==> src/rtl/uart_hello_loopback.sv <==
// Self-test UART: a ROM source streams "Hello World!\n" through a UART TX whose
// line loops back into a UART RX that reports each byte and keeps a running sum.
module uart_hello_loopback #(
   parameter int cycles_per_bit = 3
) (
   input  logic        clk,
   input  logic        rst_n,
   output logic        o_serial,
   output logic [7:0]  o_data,
   output logic        o_valid,
   output logic        o_done,
   output logic [31:0] o_sum
);
   localparam int CW = $clog2(2 * cycles_per_bit) + 1;
   localparam logic [CW-1:0] BIT_LAST  = CW'(cycles_per_bit - 1);
   // First RX sample lands mid-way into data bit 0, counted from start detection.
   localparam logic [CW-1:0] FIRST_SMP = CW'(cycles_per_bit + cycles_per_bit / 2 - 1);

   function automatic logic [7:0] msg_rom(input logic [3:0] idx);
      case (idx)
         4'd0:    msg_rom = 8'h48;
         4'd1:    msg_rom = 8'h65;
         4'd2:    msg_rom = 8'h6C;
         4'd3:    msg_rom = 8'h6C;
         4'd4:    msg_rom = 8'h6F;
         4'd5:    msg_rom = 8'h20;
         4'd6:    msg_rom = 8'h57;
         4'd7:    msg_rom = 8'h6F;
         4'd8:    msg_rom = 8'h72;
         4'd9:    msg_rom = 8'h6C;
         4'd10:   msg_rom = 8'h64;
         4'd11:   msg_rom = 8'h21;
         4'd12:   msg_rom = 8'h0A;
         default: msg_rom = 8'h00;
      endcase
   endfunction

   typedef enum logic [1:0] {SRC_WAIT, SRC_SEND, SRC_DONE} src_state_t;
   typedef enum logic {RX_IDLE, RX_BITS} rx_state_t;

   src_state_t    src_state;
   logic [3:0]    cursor;

   logic          tx_busy;
   logic          tx_line;
   logic [8:0]    tx_shift;
   logic [3:0]    tx_bit;
   logic [CW-1:0] tx_cnt;

   rx_state_t     rx_state;
   logic [3:0]    rx_bit;
   logic [CW-1:0] rx_cnt;
   logic [7:0]    rx_shift;

   logic tx_idle, src_req, accept;

   assign tx_idle  = !tx_busy;
   assign src_req  = (src_state == SRC_SEND);
   assign accept   = src_req && tx_idle;
   assign o_serial = tx_line;
   assign o_done   = (src_state == SRC_DONE) && tx_idle;

   always_ff @(posedge clk or negedge rst_n) begin
      if (!rst_n) begin
         src_state <= SRC_WAIT;
         cursor    <= 4'd0;
      end else begin
         case (src_state)
            SRC_WAIT: if (tx_idle) src_state <= SRC_SEND;
            SRC_SEND: if (accept) begin
               cursor <= cursor + 4'd1;
               if (cursor == 4'd12) src_state <= SRC_DONE;
            end
            SRC_DONE: src_state <= SRC_DONE;
            default:  src_state <= SRC_WAIT;
         endcase
      end
   end

   // tx_shift holds the bits still to go out (data then stop); the start bit
   // is driven directly at the accept edge.
   always_ff @(posedge clk or negedge rst_n) begin
      if (!rst_n) begin
         tx_busy  <= 1'b0;
         tx_line  <= 1'b1;
         tx_shift <= '0;
         tx_bit   <= 4'd0;
         tx_cnt   <= '0;
      end else if (accept) begin
         tx_busy  <= 1'b1;
         tx_line  <= 1'b0;
         tx_shift <= {1'b1, msg_rom(cursor)};
         tx_bit   <= 4'd0;
         tx_cnt   <= '0;
      end else if (tx_busy) begin
         if (tx_cnt == BIT_LAST) begin
            tx_cnt <= '0;
            if (tx_bit == 4'd9) begin
               tx_busy <= 1'b0;
               tx_line <= 1'b1;
            end else begin
               tx_line  <= tx_shift[0];
               tx_shift <= {1'b1, tx_shift[8:1]};
               tx_bit   <= tx_bit + 4'd1;
            end
         end else begin
            tx_cnt <= tx_cnt + 1'b1;
         end
      end
   end

   always_ff @(posedge clk or negedge rst_n) begin
      if (!rst_n) begin
         rx_state <= RX_IDLE;
         rx_bit   <= 4'd0;
         rx_cnt   <= '0;
         rx_shift <= 8'd0;
         o_data   <= 8'd0;
         o_valid  <= 1'b0;
         o_sum    <= 32'd0;
      end else begin
         o_valid <= 1'b0;
         case (rx_state)
            RX_IDLE: if (!tx_line) begin
               rx_state <= RX_BITS;
               rx_cnt   <= FIRST_SMP;
               rx_bit   <= 4'd0;
            end
            RX_BITS: if (rx_cnt == '0) begin
               rx_cnt <= BIT_LAST;
               if (rx_bit == 4'd8) begin
                  // Stop-bit sample: a low stop bit is a framing error and drops the byte.
                  rx_state <= RX_IDLE;
                  if (tx_line) begin
                     o_data  <= rx_shift;
                     o_sum   <= o_sum + {24'd0, rx_shift};
                     o_valid <= 1'b1;
                  end
               end else begin
                  rx_shift <= {tx_line, rx_shift[7:1]};
                  rx_bit   <= rx_bit + 4'd1;
               end
            end else begin
               rx_cnt <= rx_cnt - 1'b1;
            end
            default: rx_state <= RX_IDLE;
         endcase
      end
   end
endmodule

==> config.mk <==
export PLATFORM = sky130hd
export DESIGN_NAME = uart_hello_loopback
export DESIGN_NICKNAME = d
export VERILOG_FILES = /design/src/rtl/uart_hello_loopback.sv
export SDC_FILE = /design/constraint.sdc
export NUM_CORES = 1
export LEC_CHECK = 0
export CAP_MARGIN = 20
export CORE_ASPECT_RATIO = 0.9
export CORE_UTILIZATION = 57
export CTS_CLUSTER_SIZE = 30
export DETAILED_ROUTE_END_ITERATION = 8
export PLACE_DENSITY = 0.9
export SLEW_MARGIN = 10
export SYNTH_ARGS = -nofsm -noshare
export SYNTH_HDL_FRONTEND = slang
export SYNTH_SLANG_ARGS = --single-unit
==> constraint.sdc <==
create_clock -name clk -period 2.2 [get_ports clk]
set_input_delay 0.44 -clock clk [delete_from_list [all_inputs] [get_ports clk]]
set_output_delay 0.44 -clock clk [all_outputs]
set_load 0.005 [all_outputs]
# Word level (Yosys, flattened, before mapping)
# Memory sizes are Yosys's and may differ from the RTL's.
# Cells that the tools add are included.
# word_totals
reg_bits,83
mem_bits_ro,112
input_bits,2
output_inout_bits,43
word_cells,88
memories,1
# memory_table
memory,depth,word_bits,read_ports,rd_ports_with_merged_regs,write_ports,line,text
(name not given),16,7,1,0,0,20,case (idx)
# classes
add_sub_neg,6
eq_ne,13
muxes,38
bitwise_logic,2
n_reduce_logical,14
# op_table
op,count
2-to-1 mux 4 bit,12
2-to-1 mux 9 bit,4
adder 32 x 8 -> 32 bit,1
"adder 4 x 1 -> 4 bit, second input constant",4
one-hot mux 4 bit (2 select lines),2
2-to-1 mux 1 bit,15
"equality test 4 bit, second input constant",3
AND reduction 3 bit,4
"inequality test 2 bit, second input constant",4
2-to-1 mux 2 bit,3
"inequality test 2 x 1 -> 1 bit, second input constant",3
one-hot mux 2 bit (3 select lines),1
"equality test 4 x 2 -> 1 bit, second input constant",1
zero test 4 bit,1
AND reduction 2 bit,2
AND reduction 4 bit,1
nonzero test 2 bit,2
"subtractor 4 x 1 -> 4 bit, second input constant",1
"equality test 2 x 1 -> 1 bit, second input constant",1
"equality test 2 bit, second input constant",1
logical AND 1 bit,2
zero test 2 bit,1
inverter 1 bit,2
one-hot mux 1 bit (2 select lines),1
zero test 1 bit,1

# Longest topological paths before layout
# Gate-level depths: netlist (run 1).
# depth
word_depth,5
depth_mapped,8
mapped_depth_nobuf,7

# Least setup slack after synthesis (run 1)
# OpenSTA, ideal clock, no wires.
# synth_path
kind,register -> register
start,register o_sum[0]
end,register o_sum[26]
setup_ns,0.080
arrival_ns,1.983
required_time_ns,2.120
slack_ns,0.137
stages_incl_launch_ff,9
period_less_slack_ns,2.063
cell_sequence,dfrtp_1 -> ha_1 -> fa_1 -> a211oi_1 -> o21ai_0 -> and3_1 -> buf_6 -> nand4_1 -> xnor2_1
# synth_between
elab_chain_len,1
# synth_lines
item,line,text
"start, declared",12,output logic [31:0] o_sum
"start signal, assigned",136,"o_sum <= o_sum + {24'd0, rx_shift};"
adder 32 x 8 -> 32 bit,136,
# No other way between the ends.
# A chain may end at the register's enable or synchronous reset.

# Worst setup path in the final report (run 1)
# layout_path
start,register src_state[0]
end,output o_done
# layout_between
elab_chain_len,2
# layout_lines
item,line,text
"start, declared",41,src_state_t src_state;
"start signal, assigned",65,src_state <= SRC_WAIT;
"start signal, assigned",69,SRC_WAIT: if (tx_idle) src_state <= SRC_SEND;
"start signal, assigned",72,if (cursor == 4'd12) src_state <= SRC_DONE;
equality test 2 bit,61,assign o_done = (src_state == SRC_DONE) && tx_idle;
logical AND 1 bit,61,
"end, declared",11,"output logic o_done,"
# No other way between the ends.

==> results of run 1 <==
## per-stage QoR
step / setup slack [ns] / instances / util (%) / power (mW)
floorplan: 0.137 / 403 / - / 1.55
global placement: 0.0459 / 536 / 67.6 / 1.59
detailed placement: -0.0511 / 536 / 67.6 / 1.59
CTS: 0.0169 / 552 / 70.6 / 2.72
global route: 0.0176 / 552 / 70.7 / 2.79
finish: 0.129 / 552 / 70.7 / 2.70
## logic make-up (layout without fill, tap and decap cells)
kind of cell / count (synthesis) / after routing / synth area share [%]
xor gates and xnor gates: 36 / 36 / 7.43
AOI/OAI and AO/OA: 74 / 74 / 11.0
and+or+nand+nor: 131 / 131 / 16.1
adders and majority gates: 29 / 29 / 8.73
muxes: 16 / 16 / 4.10
buffers and inverters: 34 / 90 / 3.66
DFF: 83 / 83 / 49.0
## per-layer routing
layer / vias to the layer above / GRT usage (%)
li1: 1500 / -
met1: 1549 / 30.2
met2: 88 / 40.6
met3: 12 / 6.01
met4: 0 / 6.99
met5: - / 0
## worst max path at each step
stage / start / to / slack (ns)
floorplan: o_sum[0]$_DFFE_PN0P_ / o_sum[26]$_DFFE_PN0P_ / 0.14
global placement: o_sum[0]$_DFFE_PN0P_ / o_sum[22]$_DFFE_PN0P_ / 0.05
detailed placement: rx_shift[0]$_DFFE_PN0P_ / o_sum[12]$_DFFE_PN0P_ / -0.05
CTS: rx_shift[0]$_DFFE_PN0P_ / o_sum[12]$_DFFE_PN0P_ / 0.02
global route: rx_shift[0]$_DFFE_PN0P_ / o_sum[28]$_DFFE_PN0P_ / 0.02
finish: src_state[0]$_DFFE_PN0P_ / o_done / 0.13
## power by group
part	internal, mW	switching, mW
combinational	0.00485	0.0285
clock	0.565	0.575
sequential	1.52	0
total	2.09	0.603
## flip-flops by register name, summed over array words and instances (netlist names), 8 cells and up
signal    cells
o_sum        32
tx_shift      9
o_data        8
rx_shift      8
## synth_stat cells (6+ instances only)
library cell  instances  area share [%]
dfrtp_1              82              48
nand2_1              52             4.6
xnor2_1              31             6.4
ha_1                 28             8.3
o21ai_0              26             3.1
nor2_1               20             1.8
inv_1                18             1.6
nand3_1              17             2.0
a21oi_1              14             1.7
mux2_2               11             2.9
nand4_1               9             1.3
and3_1                8             1.2
buf_2                 6            0.71
## worst max-delay path, cell delays in order, from the launching register on
cell and delay, ns:
dfrtp_1 0.38, inv_1 0.12, ha_1 0.15, nor2b_1 0.12, clkdlybuf4s50_1 0.50
## repair_timing
action / in CTS / in global routing
hold buffers: 0 / 0
gates resized for setup: 1 / 2
endpoints found under the hold margin: 0 / 0
setup endpoints to repair: 8 / 11
## final cells by class
type	instances	area share, %
clock buffers	10	2.74
clock inverters	6	1.44
inverters	19	1.42
multi-input cells	286	40.2
flip-flops and latches	83	41.3
well taps	93	2.31
repair buffers	55	10.6
==> impl_metrics.json, run 1 <==
{
  "status": "complete, but fails checks",
  "violations": "negative hold slack",
  "cts_setup_buffers": 0,
  "routed_via_density": 5.70,
  "crit_arrival_ns": 1.63,
  "port_buffers": 44,
  "timing.final.crit_period_ns": 2.07,
  "wl_per_cell_um": 15.3,
  "layout_common_cells": "dfrtp_1, nand2_1, clkdlybuf4s50_1, xnor2_1, ha_1",
  "synth_fp_nets": 434,
  "seq_area_mm2": 0.00208,
  "cp.required_ns": 1.76,
  "critPathKind": "flip-flop to primary output",
  "grt_max_degree": 52,
  "rsz0062_at_grt": "no",
  "p_leak_nw": 2.33,
  "fin_hold_ws_ns": -0.00235,
  "finalHoldViolCount": 4,
  "cp_max_fo": 4,
  "vias": 3149,
  "cts.sinks": 83,
  "area_growth_pct": 18.5,
  "yosysSeqAreaShare_pct": 49.0,
  "nFillCells": 497,
  "synth_ff_type": "dfrtp_1",
  "clockBufferDepth": 2,
  "p_per_area_mw_per_mm2": 536,
  "antenna_found_initial": 0,
  "fin_crit_sh_pct": 94.1,
  "postSynthAreaPerCell_um2": 10.5,
  "mostFrequentLayoutCell": "dfrtp_1",
  "multiInputGateArea_mm2": 0.00202,
  "drive_above_1_share_pct": 10.5,
  "ys_ff_latch": 83,
  "grt-ovfl-total": 0,
  "chipHeight_um": 83.9,
  "start_util_pct": 59.7,
  "dr.max_layer_used": "met4",
  "slew_viol_final": 0,
  "path_clk_slew_ns": 0.09,
  "cts_tree": "done",
  "hold_path_class": "input port to async pin",
  "ir_worst_vdd_uv": 454,
  "stdcell_area_mm2": 0.00503,
  "tns_ns": 0,
  "drtIter0Drc": 196,
  "finalWirelength_um": 8470,
  "fp-row-count": 29,
  "grt_pass1_vias": 3239,
  "max-cap-violations": 0,
  "core_mm2": 0.00711,
  "setup_viol": 0,
  "r2r_end": "o_sum[12]$_DFFE_PN0P_",
  "place_congestion": 0.868,
  "cts_buffers": 9,
  "nets": 485,
  "ff2ff_path_depth": 7,
  "io_pins": 45,
  "clk_latency_ns": 0.37,
  "fp.dieW_um": 93.0,
  "die_area_mm2": 0.00780,
  "wl_met2_um": 4340,
  "place_hpwl_um": 6060,
  "grt_pass1_wl_um": 14700,
  "diodes": 0,
  "r2r-start": "o_sum[0]$_DFFE_PN0P_",
  "drc": 0,
  "ff2ff_setup_slack_ns": 0.14,
  "drt-met1-wl_um": 3660,
  "worst_setup_path_end_kind": "primary output",
  "placedInstanceArea_mm2": 0.00481,
  "worst-slew-pin-transition_ns": 0.651,
  "yosysWarnings": 0,
  "track_usage_pct": 23.9,
  "start_kind": "flip-flop",
  "clock_skew_ns": 0.0142,
  "synth_edf_count": 0,
  "syn_area_mm2": 0.00424,
  "syn_inst": 403,
  "wl_met3_um": 376,
  "drtAntennaViolNets": 0,
  "root_buffer": "clkbuf_8",
  "slew_headroom_pct": 56.6,
  "ys_async_sr_fraction_pct": 100,
  "synth.distinct_cells": 54,
  "first_pass_iters": 4,
  "max_freq_mhz": 483,
  "htree_levels": 3
}
(Power assumes the default switching activity.)
==> inputs of run 2 (changes only) <==
==> constraint.sdc (replaced) <==
create_clock -name clk -period 2.2 [get_ports clk]
set_input_delay 0.33 -clock clk [delete_from_list [all_inputs] [get_ports clk]]
set_output_delay 0.33 -clock clk [all_outputs]
set_load 0.005 [all_outputs]
==> run 2 against run 1 <==
The run now ends clean. Final area rose by 0.75%. Utilization up 0.53 points. Routed wire length shrank 2.5%. Worst hold slack better by 0.44 ns. Count of clock-buffer cells in the layout fell by 1. First-iteration DRC count is 6.6% lower. Non-clock buffer count up 2. Critical path depth is 3 higher. Sequential share of layout area is 0.31 points lower. Sequential cell count did not move. Setup slack worse by 0.035 ns. Critical path type is now flip-flop to flip-flop.
==> impl_metrics.json, run 2 (synthesis gave the netlist of run 1 again) <==
{
  "status": "completed",
  "largest_reg_flops": 32,
  "ff2ff_path_depth": 7,
  "p_leak_nw": 2.36,
  "nFillCells": 516,
  "worst-slew-pin-transition_ns": 0.674,
  "cp_slowest_cell": "fa_1",
  "worst_setup_path_end_kind": "flip-flop",
  "fp-row-count": 29,
  "path_clk_slew_ns": 0.10,
  "port_buffers": 44,
  "ff2ff_setup_slack_ns": 0.09,
  "routed_via_density": 5.59,
  "finalNonFillerCells": 554,
  "fin_crit_sh_pct": 95.7,
  "vias": 3099,
  "r2r-start": "o_sum[0]$_DFFE_PN0P_",
  "cts_buffers": 9,
  "timing.final.crit_period_ns": 2.11,
  "top_regs": "o_sum x32, tx_shift x9",
  "cts.sinks": 83,
  "setup_viol": 0,
  "layout_common_cells": "dfrtp_1, nand2_1, clkdlybuf4s50_1, xnor2_1, ha_1",
  "critPathKind": "flip-flop to flip-flop",
  "cts_setup_buffers": 0,
  "fp.dieW_um": 93.0,
  "ir_worst_vdd_uv": 416,
  "path_cells": "ha_1, fa_1, a211oi_2, o21ai_0, and3_4, nand4_1, xnor2_1",
  "clock_skew_ns": 0.0170,
  "clockBufferDepth": 2,
  "grt-ovfl-total": 0,
  "cp_max_fo": 11,
  "htree_levels": 3,
  "mostFrequentLayoutCell": "dfrtp_1",
  "power_mw": 2.81,
  "nets": 487,
  "max_freq_mhz": 475,
  "max-cap-violations": 0,
  "start_kind": "flip-flop",
  "cp.required_ns": 2.48,
  "finalHoldViolCount": 0,
  "drtAntennaViolNets": 0,
  "clk_latency_ns": 0.37,
  "core_mm2": 0.00711,
  "drc": 0,
  "grt_pass1_vias": 2978,
  "cts_tree": "done",
  "critical_path.max_stage_delay_ns": 0.42,
  "first_pass_iters": 4,
  "place_congestion": 0.853,
  "slew_headroom_pct": 55.1,
  "grt_max_degree": 53,
  "crit_arrival_ns": 2.39,
  "slew_viol_final": 0,
  "diodes": 0,
  "place_hpwl_um": 6130,
  "track_usage_pct": 23.1,
  "start_util_pct": 59.7,
  "r2r_end": "o_sum[30]$_DFFE_PN0P_",
  "drive_above_1_share_pct": 10.6,
  "area_growth_pct": 19.4,
  "die_area_mm2": 0.00780,
  "root_buffer": "clkbuf_8",
  "finalWirelength_um": 8260,
  "drtIter0Drc": 183,
  "antenna_found_initial": 0,
  "dp_cells": 537,
  "hold_path_class": "input port to async pin",
  "p_per_area_mw_per_mm2": 555,
  "wl_per_cell_um": 14.9,
  "rsz0062_at_grt": "no",
  "grt_pass1_wl_um": 14100,
  "regMostFlops": "o_sum",
  "chipHeight_um": 83.9,
  "io_pins": 45
}
==> run 2: changes by cell type in the layout (fill, tap and decap cells not counted), sizes merged <==
| cell | delta |
|---|---|
| inv | +3 |
| clkinvlp | -1 |
| clkbuf | -1 |
| bufinv | +1 |
| clkinv | -2 |
| buf | +1 |
| dlygate4sd3 | +1 |
==> run 2: where the power goes <==
| group | switching (mW) | internal, mW |
|---|---|---|
| Combinational | 0.0286 | 0.00600 |
| Sequential | 0 | 1.52 |
| Clock | 0.595 | 0.661 |
==> run 2: final cells by class <==
cell class | instances | area [µm²] | share of cell area [%]
tap | 93 | 116 | 2.30
sequential | 83 | 2080 | 41.0
timing repair buffer | 57 | 551 | 10.9
multi-input combinational | 286 | 2020 | 39.9
inverter | 19 | 71.3 | 1.41
clock inverter | 7 | 106 | 2.10
clock buffer | 9 | 124 | 2.44
==> run 2: worst max-delay path by stage <==
| stage | slack [ns] | depth (start not counted) | end | start |
|---|---|---|---|---|
| after CTS | 0.08 | 7 | o_sum[30]$_DFFE_PN0P_ | rx_shift[0]$_DFFE_PN0P_ |
| after detailed placement | -0.05 | 7 | o_sum[30]$_DFFE_PN0P_ | rx_shift[0]$_DFFE_PN0P_ |
| after global placement | 0.05 | 7 | o_sum[22]$_DFFE_PN0P_ | o_sum[0]$_DFFE_PN0P_ |
| after floorplan | 0.14 | 8 | o_sum[26]$_DFFE_PN0P_ | o_sum[0]$_DFFE_PN0P_ |
| after global routing | 0.007 | 7 | o_sum[12]$_DFFE_PN0P_ | o_sum[0]$_DFFE_PN0P_ |
| final | 0.09 | 7 | o_sum[30]$_DFFE_PN0P_ | o_sum[0]$_DFFE_PN0P_ |
==> run 2: stage by stage <==
stage | TNS, ns | util (%) | instance area, µm² | worst slack [ns] | hold WS, ns
finish | 0 | 71.3 | 5070 | 0.0944 | 0.435
global route | 0 | 71.3 | 5070 | 0.00746 | 0.473
CTS | 0 | 71.2 | 5060 | 0.0774 | 0.442
detailed placement | -0.159 | 67.7 | 4820 | -0.0474 | 0.304
global placement | 0 | 67.7 | 4820 | 0.0523 | 0.290
floorplan | 0 | - | 4240 | 0.137 | 0.0344
==> run 2: critical path, delay by kind of cell, from the launching register on <==
family | cells | cell delay [ns]
compound gates | 2 | 0.46
xor+xnor | 1 | 0.14
fa+ha+maj | 2 | 0.65
flops | 1 | 0.39
simple gates | 2 | 0.39
==> run 2: repair_timing <==
action	CTS	global route
hold endpoints to repair	31	0
gates resized for setup	2	1
hold buffers	1	0
setup endpoints to repair	11	7
==> run 2: routing by layer <==
| layer | wire, µm | global-route usage [%] | share of wire [%] |
|---|---|---|---|
| met1 | 3660 | 30.2 | 44 |
| met2 | 4120 | 37.6 | 50 |
| met3 | 365 | 5.56 | 4.4 |
| met4 | 106 | 7.55 | 1.3 |
| met5 | 0 | 0 | 0 |
==> inputs of run 3 (changes only) <==
--- a/config.mk
+++ b/config.mk
@@ -11,4 +11,5 @@
 export CTS_CLUSTER_SIZE = 30
 export DETAILED_ROUTE_END_ITERATION = 8
+export MAX_ROUTING_LAYER = met4
 export PLACE_DENSITY = 0.9
 export SLEW_MARGIN = 10
==> constraint.sdc (replaced) <==
create_clock -name clk -period 2.2 [get_ports clk]
set_input_delay 0.44 -clock clk [delete_from_list [all_inputs] [get_ports clk]]
set_output_delay 0.44 -clock clk [all_outputs]
set_load 0.005 [all_outputs]
==> run 3 against run 2 <==
Via count rose by 1.9%. Utilization fell by 0.53 points. Total power fell by 4.2%. First-iteration DRC count rose by 20%. Routed wire length rose by 2.6%. Largest cell class unchanged.
==> impl_metrics.json, run 3 (synthesis gave the netlist of run 1 again) <==
{
  "p_leak_nw": 2.33,
  "p_int_mw": 2.09,
  "dp_cells": 536,
  "mostFrequentLayoutCell": "dfrtp_1",
  "timing.final.crit_period_ns": 2.06,
  "drtAntennaViolNets": 0,
  "slew_viol_final": 0,
  "power_mw": 2.70,
  "layout_common_cells": "dfrtp_1, nand2_1, clkdlybuf4s50_1, xnor2_1, ha_1",
  "fp.dieW_um": 93.0,
  "setup_viol": 0,
  "final_util_pct": 70.7,
  "drc": 0,
  "slew_headroom_pct": 56.6,
  "clock_skew_ns": 0.0129,
  "finalNonFillerCells": 552,
  "finalWirelength_um": 8470,
  "diodes": 0,
  "nets": 485,
  "cp.required_ns": 1.76,
  "core_mm2": 0.00711,
  "cp_max_fo": 4,
  "hold_path_class": "input port to async pin",
  "largest_reg_flops": 32,
  "drive_above_1_share_pct": 10.5,
  "grt_pass1_vias": 3232,
  "grt_max_degree": 52,
  "die_area_mm2": 0.00780,
  "drtIter0Drc": 219,
  "grt_pass1_wl_um": 14800,
  "htree_levels": 3,
  "max-cap-violations": 0,
  "comb_power_share_pct": 1.2,
  "root_buffer": "clkbuf_8",
  "finalHoldViolCount": 0,
  "status": "completed",
  "p_seq_share_pct": 56.5,
  "cts_buffers": 9,
  "routed_via_density": 5.72,
  "max_freq_mhz": 484,
  "critPathKind": "flip-flop to primary output",
  "fin_crit_sh_pct": 93.9,
  "area_growth_pct": 18.5,
  "start_util_pct": 59.7,
  "grt-ovfl-total": 0,
  "fp-row-count": 29,
  "place_congestion": 0.883,
  "worst-slew-pin-transition_ns": 0.652,
  "crit_arrival_ns": 1.62,
  "rsz0062_at_grt": "no",
  "switching_power_mw": 0.602,
  "switching_share_pct": 22.3,
  "start_kind": "flip-flop",
  "p_per_area_mw_per_mm2": 536,
  "cts_hold_buf": 0,
  "regMostFlops": "o_sum",
  "antenna_found_initial": 0,
  "port_buffers": 44,
  "clk_latency_ns": 0.36,
  "cts.sinks": 83,
  "top_regs": "o_sum x32, tx_shift x9",
  "cts_setup_buffers": 0,
  "clockBufferDepth": 2,
  "wl_per_cell_um": 15.3,
  "ir_worst_vdd_uv": 452,
  "track_usage_pct": 24.6,
  "io_pins": 45,
  "place_hpwl_um": 6060,
  "vias": 3159,
  "first_pass_iters": 4,
  "path_clk_slew_ns": 0.09,
  "worst_setup_path_end_kind": "primary output",
  "cts_tree": "done",
  "chipHeight_um": 83.9,
  "clkPwrFrac_pct": 42.2
}
==> run 3: cell count changes in the layout (fill, tap and decap cells not counted), sizes merged <==
cell | previous run | this run
dlygate4sd3 | 1 | 0
buf | 13 | 12
bufinv | 2 | 1
clkinv | 2 | 4
inv | 22 | 19
clkinvlp | 0 | 1
clkbuf | 9 | 10
==> run 3: worst paths after layout <==
check | startpoint | endpoint | slack, ns | depth (start not counted)
min in group clk | tx_shift[8]$_DFFE_PN0P_ | tx_shift[8]$_DFFE_PN0P_ | 0.45 | 2
max | src_state[0]$_DFFE_PN0P_ | o_done | 0.14 | 4
max in group asynchronous | rst_n | o_serial$_DFFE_PN1P_ | 1.53 | 2
max reg2reg | rx_shift[0]$_DFFE_PN0P_ | o_sum[12]$_DFFE_PN0P_ | 0.14 | 7
min reg2reg | tx_shift[8]$_DFFE_PN0P_ | tx_shift[8]$_DFFE_PN0P_ | 0.45 | 2
min | rst_n | o_sum[5]$_DFFE_PN0P_ | 0.005 | 1
==> run 3: metal layers <==
layer / part of all wire [%] / global-route usage [%] / vias to the layer above / routed length, µm
met5: 0 / - / - / 0
met4: 1.2 / 6.99 / 0 / 99
met3: 4.3 / 6.01 / 14 / 364
met2: 51 / 40.4 / 83 / 4350
met1: 43 / 30.3 / 1560 / 3660
li1: - / - / 1502 / -
==> run 3: layout make-up <==
| cell class | count | area, µm² |
|---|---|---|
| sequential | 83 | 2080 |
| tap | 93 | 116 |
| multi-input combinational | 286 | 2020 |
| clock buffer | 10 | 138 |
| fill | 497 | 2080 |
| timing repair buffer | 55 | 533 |
| clock inverter | 6 | 72.6 |
| inverter | 19 | 71.3 |
==> run 3: through the flow <==
step	setup slack, ns	instance area (µm²)	TNS (ns)	hold slack (ns)
2_1_floorplan	0.137	4240	0	0.144
3_3_place_gp	0.0459	4810	0	0.402
3_5_place_dp	-0.0511	4810	-0.203	0.403
4_1_cts	0.0169	5020	0	0.00583
5_1_grt	0.0175	5030	0	0.0212
6_report	0.135	5030	0	0.00484
==> run 3: critical path, cell delays in order (launching register included) <==
cell and delay [ns]:
dfrtp_1 0.38, inv_1 0.12, ha_1 0.15, nor2b_1 0.12, clkdlybuf4s50_1 0.50
==> run 3: power groups by stage <==
stage	Sequential [mW]	Clock (mW)	Combinational (mW)
finish	1.52	1.14	0.0330
global route	1.52	1.23	0.0401
CTS	1.52	1.16	0.0357
detailed placement	1.55	0	0.0358
global placement	1.55	0	0.0354
floorplan	1.55	0	0.00000101
==> run 3: timing repair <==
item / 4_1_cts / 5_1_grt
gates resized for setup: 1 / 2
setup endpoints to repair: 8 / 11
pin swaps: 0 / 0
cloned: 0 / 0
==> RTL edit 1: new RTL, settings of run 3 <==
The parameter `cycles_per_bit` goes from 3 to 6.
--- a/src/rtl/uart_hello_loopback.sv
+++ b/src/rtl/uart_hello_loopback.sv
@@ -2,5 +2,5 @@
 // line loops back into a UART RX that reports each byte and keeps a running sum.
 module uart_hello_loopback #(
-   parameter int cycles_per_bit = 3
+   parameter int cycles_per_bit = 6
 ) (
    input  logic        clk,
Formal check against the unedited RTL: same outputs for any inputs over 10 cycles, from zero or initial values and one cycle with rst_n low; that may be too few to reach the edited logic, so the function may still have changed.
==> RTL edit 1 against run 3 <==
- largest cell class is now multi-input combinational cells
- power is 0.52% higher
- synthesized area is 3.5% higher
- the flow now finishes with violations (negative setup slack)
- setup slack worse by 240 ps
- sequential cell count is 2 higher
- final area is 7.1% higher
- critical path type is now reg2reg
- via count is 6.0% higher
- wire length is 12% higher
- clock skew is 7.7 ps lower
==> RTL edit 1: results (changes against run 3) <==
| Stage | Parameter | Value | Delta |
|---|---|---|---|
| clocking | Post-CTS Setup Repair Bufs | 1 | +1 |
| layout | Non-clock buffer total of the final layout | 73 | +33% |
| synthesis | Number of register bits inferred by synthesis | 85 | +2.4% |
| power | Net switching power | 0.591 mW | -1.8% |
| setup path | Source of the critical timing path | rx_shift[0] |  |
| layout | Net total in the final layout | 529 | +9.1% |
| timing | Worst-case setup margin in the final layout | -107 ps | -242 ps |
| layout | Area of the multi-input gates | 2180 sq um | +7.7% |
| global route | First-pass GRT wire length | 15200 um | +3.0% |
| placement | Cell Area, Placed | 5060 sq um | +5.3% |
| timing | Total of endpoints with negative setup slack in the final report | 3 | +3 |
| synthesis | Seq/Total Area, Yosys | 0.484 | -0.00534 |
| layout | Signed area change from the synthesized netlist to the final layout | 22.6% |  |
| global route | Overall global routing resource usage | 0.252 | +0.00631 |
| run status | Status | complete, but fails checks |  |
| synthesis | Post-Synth XOR/XNOR Area | 0.0774 | +0.00316 |
| setup path | Arrival time at the worst endpoint | 2560 ps | +940 ps |
| synthesis | Share of the synthesized area in compound gates (AO/OA/AOI/OAI) | 0.0957 | -0.0143 |
| layout | Non-filler instance count after layout | 597 | +8.2% |
| layout | Share of cells above drive strength 1 | 0.157 | +0.0522 |
| synthesis | Adder and majority gate portion of the synthesized area | 0.0814 | -0.00583 |
| routing | Detail-routed net length per standard cell | 15.8 um | +3.1% |
| run status | Violated checks | negative setup slack |  |
| placement | Final weighted congestion of routability-driven global placement | 0.837 | -5.2% |
| timing | Total negative slack for setup checks | -174 ps | -174 ps |
| routing | Met2 WL post-DR | 4840 um | +11% |
[RTL edit 1: cell count changes after synthesis, moves of 5 or more]
cell	before	now
sky130_fd_sc_hd__inv_1	18	24
sky130_fd_sc_hd__buf_2	6	1
sky130_fd_sc_hd__xnor2_1	31	18
sky130_fd_sc_hd__nor3_1	3	11
sky130_fd_sc_hd__and3_1	8	3
sky130_fd_sc_hd__clkbuf_1	4	12
sky130_fd_sc_hd__xor2_1	5	19
sky130_fd_sc_hd__nand2_1	52	65
[RTL edit 1: power groups by stage]
| stage | logic (mW) | clock network [mW] | registers [mW] |
|---|---|---|---|
| finish | 0.0341 | 1.11 | 1.56 |
| global route | 0.0409 | 1.21 | 1.56 |
| CTS | 0.0367 | 1.14 | 1.56 |
| detailed placement | 0.0368 | 0 | 1.59 |
| global placement | 0.0361 | 0 | 1.59 |
| floorplan | 0.00000102 | 0 | 1.59 |
==> RTL edit 2: new RTL, config.mk and constraints of run 3 <==
Without the edit above. Register the output `o_sum` once more, with the module's reset; this adds one clock of latency there. The other outputs are not delayed to match.
--- a/src/rtl/uart_hello_loopback.sv
+++ b/src/rtl/uart_hello_loopback.sv
@@ -16,4 +16,6 @@
    // First RX sample lands mid-way into data bit 0, counted from start detection.
    localparam logic [CW-1:0] FIRST_SMP = CW'(cycles_per_bit + cycles_per_bit / 2 - 1);
+
+   logic [31:0] o_sum_s0;
 
    function automatic logic [7:0] msg_rom(input logic [3:0] idx);
@@ -118,5 +120,5 @@
          o_data   <= 8'd0;
          o_valid  <= 1'b0;
-         o_sum    <= 32'd0;
+         o_sum_s0 <= 32'd0;
       end else begin
          o_valid <= 1'b0;
@@ -134,5 +136,5 @@
                   if (tx_line) begin
                      o_data  <= rx_shift;
-                     o_sum   <= o_sum + {24'd0, rx_shift};
+                     o_sum_s0 <= o_sum_s0 + {24'd0, rx_shift};
                      o_valid <= 1'b1;
                   end
@@ -148,4 +150,12 @@
       end
    end
+   always_ff @(posedge clk or negedge rst_n) begin
+      if (!rst_n) begin
+         o_sum <= '0;
+      end else begin
+         o_sum <= o_sum_s0;
+      end
+   end
+
 endmodule
 
Function: no difference found for any inputs over 10 cycles, from zero or initial values and one cycle with rst_n low; that may be too few to reach the edited logic, so the function may still have changed.
==> RTL edit 2 against run 3 <==
- the run now ends with negative setup slack left
- sequential share of layout area increased by 2.1 points
- power up 87%
- synthesized cell count is 15% higher
- setup slack worse by 190 ps
- synthesized area is 22% higher
- wire length up 59%
- final area rose by 32%
- critical path depth rose by 4
- sequential cell count up 32
- critical endpoint is now o_sum_s0[24]
==> RTL edit 2: results (changes against run 3) <==
| Stage | Parameter | Value | Delta |
|---|---|---|---|
| routing | Detailed Routing Iterations Pass 1 | 5 | +1 |
| timing | Final Skew | 16.0 ps | +3.17 ps |
| setup path | Critical register-to-register path startpoint | o_sum_s0[0] |  |
| placement | Cell count after placement | 628 | +17% |
| synthesis | Top cells by area, synth | sky130_fd_sc_hd__dfrtp_1 55%, sky130_fd_sc_hd__ha_1 6.8%, sky130_fd_sc_hd__nand2_1 5.4%, sky130_fd_sc_hd__xor2_1 3.7%, sky130_fd_sc_hd__o21ai_0 2.8% |  |
| run status | Violated checks | negative setup slack |  |
| routing | Number of DRC markers after the initial detailed-route iteration | 242 | +11% |
| routing | DR vias | 4036 | +28% |
| routing | Number of vias per cell | 6.01 | +5.1% |
| global route | First-pass GRT wire length | 19800 um | +34% |
| setup path | Largest fanout of any net on the critical path | 8 | +4 |
| power | Sequential cell fraction of total power | 0.420 | -0.145 |
| setup path | Critical path's slowest cell | sky130_fd_sc_hd__dfrtp_1 |  |
| global route | Maximum number of pins on one net before global-route repair | 71 | +37% |
| global route | Overall global routing resource usage | 0.291 | +0.0451 |
| routing | WL final | 13500 um | +59% |
| timing | Total of endpoints with negative setup slack in the final report | 9 | +9 |
| run status | Status | complete, but fails checks |  |
| timing | Remaining max-slew budget at the tightest pin | 0.566 | +0.000699 |
| placement | Pre-CTS setup slack | -144 ps | -92.4 ps |
| setup path | Largest delay share family, worst path | compound AO/OA/AOI/OAI gates |  |
| timing | Worst-case setup margin in the final layout | -57.7 ps | -193 ps |
| placement | Cell Area, Placed | 5830 sq um | +21% |
| power | Net switching power | 1.11 mW | +84% |
| timing | Final-layout worst hold slack | 405 ps | +400 ps |
| layout | Biggest registers after layout | o_sum: 32 flops, o_sum_s0: 32 flops, tx_shift: 9 flops |  |
| clocking | Number of CTS-inserted buffers | 17 | +8 |
| clocking | Clock-pin slew on the worst setup and hold paths | 60 ps | -30 ps |
| clocking | Post-CTS Hold Buffers | 1 | +1 |
| synthesis | Syn_area_per_cell | 11.2 sq um | +6.3% |
| power | Comb. pwr | 0.0473 mW | +43% |
| power | Part of the total power dissipated in combinational logic | 0.009 | -0.003 |
| setup path | Capturing element of the worst setup path | o_sum_s0[24] |  |
-- RTL edit 2: layer usage --
| metal | wire [um] | up-vias | global-route usage |
|---|---|---|---|
| met5 | 0 | - | - |
| met4 | 599 | 0 | 0.154 |
| met3 | 843 | 62 | 0.0747 |
| met2 | 6950 | 224 | 0.473 |
| met1 | 5080 | 1997 | 0.330 |
| li1 | - | 1753 | - |
-- RTL edit 2: layout make-up --
| cell class | instances | area (sq um) |
|---|---|---|
| tap | 119 | 149 |
| sequential | 115 | 2880 |
| inverter | 16 | 60.1 |
| multi-input combinational | 319 | 2260 |
| clock inverter | 13 | 171 |
| fill | 457 | 2060 |
| clock buffer | 19 | 442 |
| timing repair buffer | 70 | 667 |
-- RTL edit 2: cell families after synthesis --
logic type / share of synthesized area
AO/OA/AOI/OAI: 0.0869
XOR/XNOR: 0.0610
adder cells (fa/ha/maj): 0.0716
buffers and inverters: 0.0235
flip-flops: 0.557
multiplexers: 0.0394
AND/OR/NAND/NOR: 0.161
